===== config.mk =====
export PLATFORM = sky130hd
export DESIGN_NAME = alu_uart_sequencer
export DESIGN_NICKNAME = d
export VERILOG_FILES = /design/src/rtl/alu_uart_sequencer.sv
export SDC_FILE = /design/constraint.sdc
export NUM_CORES = 1
export LEC_CHECK = 0
export ABC_CLOCK_PERIOD_IN_PS = 3200
export CELL_PAD_IN_SITES_DETAIL_PLACEMENT = 0
export CELL_PAD_IN_SITES_GLOBAL_PLACEMENT = 1
export CORE_MARGIN = 2
export CORE_UTILIZATION = 32
export DETAILED_ROUTE_END_ITERATION = 8
export PLACE_DENSITY = 0.83
export SETUP_SLACK_MARGIN = 0.3
export SYNTH_ARGS = -nofsm -noshare
export SYNTH_HDL_FRONTEND = slang
export SYNTH_SLANG_ARGS = --single-unit

===== constraint.sdc =====
create_clock -name clock -period 3.2 [get_ports clock]
set_input_delay 0.48 -clock clock [delete_from_list [all_inputs] [get_ports clock]]
set_output_delay 0.48 -clock clock [all_outputs]
set_load 0.01 [all_outputs]

===== src/rtl/alu_uart_sequencer.sv =====
// Round-robin scheduler for two ALU job requesters: runs the ALU, then ships the 16-bit result
// over UART_TX as two bytes (plus an XOR checksum byte when SEQ_CHECKSUM_EN is defined).
module alu_uart_sequencer #(
    parameter int LSB_FIRST = 1,
    parameter int ALU_LAT   = 1
) (
    input  logic        clock,
    input  logic        reset,
    input  logic        req0_valid,
    output logic        req0_ready,
    input  logic [7:0]  req0_a,
    input  logic [7:0]  req0_b,
    input  logic [2:0]  req0_op,
    input  logic        req1_valid,
    output logic        req1_ready,
    input  logic [7:0]  req1_a,
    input  logic [7:0]  req1_b,
    input  logic [2:0]  req1_op,
    output logic [7:0]  alu_a,
    output logic [7:0]  alu_b,
    output logic [2:0]  alu_op,
    input  logic [15:0] alu_result,
    output logic        uart_start,
    output logic [7:0]  uart_data,
    input  logic        uart_busy,
    output logic        resp_valid,
    output logic        resp_id,
    output logic [15:0] resp_result,
    output logic        seq_busy
);

    typedef enum logic [3:0] {
        IDLE, EXEC, SEND0, ACK0, WAIT0, SEND1, ACK1, WAIT1,
`ifdef SEQ_CHECKSUM_EN
        SENDC, ACKC, WAITC,
`endif
        DONE
    } state_t;

    state_t      state;
    state_t      state_nx;
    logic        rr_ptr;
    logic        owner;
    logic [3:0]  exec_cnt;
    logic [15:0] result_q;
    logic [7:0]  data_nx;
    logic        accept;
    logic        exec_last;
    logic [15:0] cur_result;
    logic [7:0]  byte_first;
    logic [7:0]  byte_second;

    // Readies are gated by reset so every output reads 0 while reset is held.
    always_comb begin
        req0_ready = !reset && (state == IDLE) && req0_valid && (!req1_valid || !rr_ptr);
        req1_ready = !reset && (state == IDLE) && req1_valid && (!req0_valid || rr_ptr);
    end

    assign accept     = req0_ready | req1_ready;
    assign exec_last  = (state == EXEC) && (exec_cnt == 4'(ALU_LAT - 1));
    // On the last EXEC cycle the result is not yet in result_q, so take it straight from the ALU.
    assign cur_result = exec_last ? alu_result : result_q;

    always_comb begin
        byte_first  = cur_result[7:0];
        byte_second = cur_result[15:8];
        if (LSB_FIRST == 0) begin
            byte_first  = cur_result[15:8];
            byte_second = cur_result[7:0];
        end
    end

    always_comb begin
        state_nx   = state;
        data_nx    = uart_data;
        uart_start = 1'b0;
        case (state)
            IDLE:  if (accept) state_nx = EXEC;
            EXEC:  if (exec_last) begin
                       state_nx = SEND0;
                       data_nx  = byte_first;
                   end
            SEND0: if (!uart_busy) begin
                       uart_start = 1'b1;
                       state_nx   = ACK0;
                   end
            ACK0:  if (uart_busy) state_nx = WAIT0;
            WAIT0: if (!uart_busy) begin
                       state_nx = SEND1;
                       data_nx  = byte_second;
                   end
            SEND1: if (!uart_busy) begin
                       uart_start = 1'b1;
                       state_nx   = ACK1;
                   end
            ACK1:  if (uart_busy) state_nx = WAIT1;
`ifdef SEQ_CHECKSUM_EN
            WAIT1: if (!uart_busy) begin
                       state_nx = SENDC;
                       data_nx  = result_q[15:8] ^ result_q[7:0];
                   end
            SENDC: if (!uart_busy) begin
                       uart_start = 1'b1;
                       state_nx   = ACKC;
                   end
            ACKC:  if (uart_busy) state_nx = WAITC;
            WAITC: if (!uart_busy) state_nx = DONE;
`else
            WAIT1: if (!uart_busy) state_nx = DONE;
`endif
            DONE:  state_nx = IDLE;
            default: state_nx = IDLE;
        endcase
    end

    always_ff @(posedge clock or posedge reset) begin
        if (reset) begin
            state       <= IDLE;
            rr_ptr      <= 1'b0;
            owner       <= 1'b0;
            exec_cnt    <= '0;
            result_q    <= '0;
            alu_a       <= '0;
            alu_b       <= '0;
            alu_op      <= '0;
            uart_data   <= '0;
            resp_id     <= 1'b0;
            resp_result <= '0;
        end else begin
            state     <= state_nx;
            uart_data <= data_nx;
            if (accept) begin
                rr_ptr   <= req0_ready;
                owner    <= req1_ready;
                alu_a    <= req1_ready ? req1_a  : req0_a;
                alu_b    <= req1_ready ? req1_b  : req0_b;
                alu_op   <= req1_ready ? req1_op : req0_op;
                exec_cnt <= '0;
            end else if (state == EXEC) begin
                exec_cnt <= exec_cnt + 4'd1;
            end
            if (exec_last) result_q <= alu_result;
            // Response registers only change on the way into DONE so they hold between jobs.
            if (state_nx == DONE && state != DONE) begin
                resp_id     <= owner;
                resp_result <= result_q;
            end
        end
    end

    assign resp_valid = (state == DONE);
    assign seq_busy   = (state != IDLE);

endmodule


# Yosys cells after proc, flatten, opt, wreduce, memory -nomap -nowiden
# Index checks and enable logic that the tools add are counted.
# Widths: inputs -> output; s select.
# op_classes
add_sub_neg,1
eq_ne,12
muxes,20
bitwise,1
n_reduce_logical,20
# ops
cell,count
$mux 4,10
$mux 8,4
$pmux 4 s8,1
$eq 4x3->1 const B,4
$mux 16,1
$pmux 8 s2,1
$eq 4x2->1 const B,2
$eq 4x4->1 const B,2
$logic_not 4->1,2
$logic_and 1x1->1,7
$add 4x1->4 const B,1
$eq 4x1->1 const B,1
$logic_not 1->1,4
$ne 2x2->1 const B,2
$ne 4x4->1 const B,1
$reduce_bool 2->1,2
$reduce_bool 4->1,1
$mux 3,1
$reduce_and 3->1,1
$logic_or 1x1->1,2
$mux 1,2
$reduce_or 2->1,1
$or 1x1->1,1
# totals
reg_bits,70
in_bits,59
output_inout_bits,49

# Longest topological paths before layout
# logic_depth
word_depth,9
mapped_depth,6

# Worst setup path after synthesis
# OpenSTA, ideal clock, no wires.
# synth_timing
path_kind,input to register
startpoint,input reset
endpoint,register alu_a[7]
arrival_time_ns,3.227
required_time_ns,3.109
setup_slack_ns,-0.118
cell_stages,4
path_buffers,1
cell_sequence,inv_1 > clkbuf_1 > a31oi_1 > a31oi_1
# synth_between
elab_chain_len,5
word_cells_on_any_way,8
cone_classes,1 x mux; 1 x bitwise; 6 x reduce/logical
# synth_lines
item,line_no,source
"start, declared",8,"input logic reset,"
$logic_not 1->1 (no line) *,-,
$logic_and 1x1->1 *,"55, 56",
$logic_and 1x1->1 (on tied branches) (2 in series),"56, 55",
$mux 8 or $or 1x1->1 (tied branches),"135, 59",
"end signal, assigned",135,alu_a <= req1_ready ? req1_a : req0_a;
"end, declared",19,"output logic [7:0] alu_a,"
# Mark *: on every way between the ends. The rest lies on a longest branch, timed or not.
# A chain may end at the register's enable or synchronous reset.

# Worst setup path after layout
# layout_timing
startpoint,register state[3]
endpoint,output req0_ready
# layout_between
elab_chain_len,4
# layout_lines
item,line_no,source
"start, declared",40,state_t state;
"start signal, assigned",130,state <= state_nx;
$logic_not 4->1,55,req0_ready = !reset && (state == IDLE) && req0_valid && (!req1_valid || !rr_ptr);
$logic_and 1x1->1 (3 in series),55,
"end, declared",10,"output logic req0_ready,"
# No other way between the ends.

==> flow_summary.yaml <==
outcome:
  status: "finished, final reports clean"
synthesis:
  yosysUniqueCellTypes: 39
  ys_seq_area_share_pct: 53.7
  ys_async_sr_fraction_pct: 100
  synth_compound_area_share_pct: 17.9
  synth_ff_type: "dfrtp_1"
  synthesis.nets: 352
  postSynthCellCount: 291
  synth_edf_count: 0
  synthMuxAreaShare_pct: 9.32
  syn_area_per_cell_um2: 11.2
  yosys_warnings: 0
  yosys.area_share.simple_pct: 13.7
  syn-cell-area_um2: 3260
  synth_fa_ha_area_share_pct: 0.767
  ys_ff_latch: 70
  synth_top_family_by_area: "compound AO/OA/AOI/OAI gates"
  synth-xor-area-share_pct: 0.268
floorplanning:
  start_util_pct: 33.2
  die-area_um2: 11000
  die_x_um: 105
  die_height_um: 105
  rows: 36
  ioPinCount: 108
  core_area_um2: 9820
global_route:
  grtUsageTotal_pct: 15.1
  grt_pass1_wl_um: 13400
  grt_max_degree: 62
  antenna_found_initial: 0
  gr-total-overflow: 0
  grt_pass1_vias: 2767
worst_setup_path:
  path_cells: "nor4_4, inv_1, nor2_1, and3_1, clkdlybuf4s50_1"
  critPathLaunch: "state[3]"
  worstPathArrival_ns: 2.20
  reg2reg_depth: 4
  cp_data_required_time_ns: 2.72
  cp_slowest_cell: "dfrtp_1"
  critPathCaptureType: "output pin"
  r2r-start: "state[3]"
  cpPeakStageDelay_ns: 0.55
  r2r-end: "alu_a[3]"
  worstSetupPathType: "register to output pin"
  reg2reg_setup_slack_ns: 0.91
  cp.buffers_inverters: 2
  worstSetupStartpointType: "register"
  critPathMaxFanout: 11
  crit_family: "buffers and inverters"
sta:
  slew_viol_final: 0
  finalHoldViolations: 0
  finalSetupTns_ns: 0
  worst_pin_slew_ns: 0.840
  rsz0062_at_grt: "false"
  relSlewSlack_pct: 44.0
  fin_crit_sh_pct: 83.7
  fin_worst_skew_ns: 0.0142
  setup_viol: 0
  max_clock_freq_mhz: 373
  fin_crit_ns: 2.68
detailed_routing:
  dr.pass1.iters: 4
  avgRoutedWirePerCell_um: 15.6
  vias_per_cell: 5.14
  drc: 0
  drtAntennaViolNets: 0
  drt_iter0_markers: 100
  vias: 2707
  wl_um: 8240
final_layout:
  syn2layout_area_growth_pct: 42.5
  drive_gt1_share_pct: 15.7
  final_util_pct: 47.3
  finalNonFillerCells: 527
  antennaDiodeCount: 0
  nets: 450
worst_hold_path:
  hp-start: "result_q[1]"
  whs_path_depth: 1
  min_path_type: "register to register"
  min_to: "result_q[1]"
run:
  drv_cap: 0
clocking:
  cts_root_buf: "clkbuf_8"
  clk_pin_slew_ns: 0.07
  cts_htree_levels: 3
  clk_latency_ns: 0.35
  cts_num_sinks: 70
  clock_path_buffers: 2
  cts_buffers: 9
  cts_tree: "done"
pwr:
  irDropWorstVdd_uv: 338
  p_leak_nw: 1.91
  p_per_area_nw_per_um2: 894
placed_design:
  place.gp.congestion: 0.754
  portBuffers: 107
  dp.cells: 511
  dpl.hpwl_um: 5890
-- per-stage QoR --
stage	worst slack (ns)	area [µm²]	power, W	hold slack [ns]
finish	0.520	4650	0.00416	0.480
global route	0.386	4650	0.00444	0.493
CTS	0.414	4650	0.00420	0.484
detailed placement	0.589	4450	0.00347	0.466
global placement	0.615	4450	0.00342	0.457
floorplan	1.10	3260	0.00261	0.445
-- layout by cell type, fill, tap and decap left out, types with 3 or more instances in the layout --
cell,n
clkdlybuf4s50_1,107
dfrtp_1,68
a31oi_1,43
mux2_2,27
o21ai_0,25
nand3b_1,19
and3_1,9
clkbuf_8,9
inv_1,8
nand2_1,7
a21oi_1,7
a221o_1,6
a21o_1,6
buf_4,6
nor2_1,4
nand3_1,3
clkinv_4,3
-- kinds of logic (layout without fill, tap and decap cells) --
group	Yosys count	in the layout
AOI/OAI and AO/OA	93	93
DFF	70	70
and+or+nand+nor	63	63
buffers and inverters	35	138
muxes	27	27
adders and majority gates	2	2
xor gates and xnor gates	1	1
-- metal layers --
layer | part of all wire (%) | vias up | global-route usage, %
met5 | 0 | - | 0
met4 | 1.2 | 0 | 4.57
met3 | 6.7 | 10 | 4.37
met2 | 49 | 98 | 25.7
met1 | 43 | 1309 | 18.5
li1 | - | 1290 | -
-- what timing repair did --
item	in CTS	in global routing
hold buffers	0	0
setup buffers	0	0
resized for setup	0	2
endpoints found under the setup margin	0	2
hold endpoints to repair	0	0
-- power breakdown --
group / total (W) / switching (W) / internal (W)
clock network: 0.000709 / 0.000344 / 0.000366
logic: 0.00181 / 0.000780 / 0.00103
registers: 0.00163 / 0.000331 / 0.00130
total: 0.00416 / 0.00145 / 0.00270
-- registers in the layout, indices dropped and copies added, names as in the netlist --
name,count
rr_ptr,1
owner,1
resp_result,16
uart_data,8
result_q,16
alu_a,8
alu_op,3
resp_id,1
state,4
exec_cnt,4
alu_b,8
-- Yosys cell counts (3+ instances only) --
cell type	number	share of area, %
a221o_1	6	1.8
buf_2	9	1.4
and3_1	9	1.7
nor2_1	4	0.46
a21o_1	6	1.4
inv_1	9	1.0
mux2_2	27	9.3
a31oi_1	43	8.2
o21ai_0	25	3.8
nand3b_1	19	4.4
a21oi_1	7	1.1
clkbuf_1	17	2.0
nand3_1	3	0.46
dfrtp_1	70	54
nor2b_1	3	0.58
nand2_1	7	0.81
-- final cells by class --
type / count / area, µm²
timing repair buffer: 113 / 1120
multi-input combinational: 186 / 1380
tap: 133 / 166
clock buffer: 10 / 128
clock inverter: 6 / 70.1
sequential: 70 / 1750
inverter: 9 / 35.0
fill: 947 / 5170
-- worst max-delay path by stage --
stage / end / cells after the start
6_report: req0_ready / 5
3_3_place_gp: req1_ready / 4
4_1_cts: req0_ready / 5
3_5_place_dp: req1_ready / 4
5_1_grt: req1_ready / 4
2_1_floorplan: alu_a[7] / 4
Note: power is estimated with default switching activity, not from simulation.
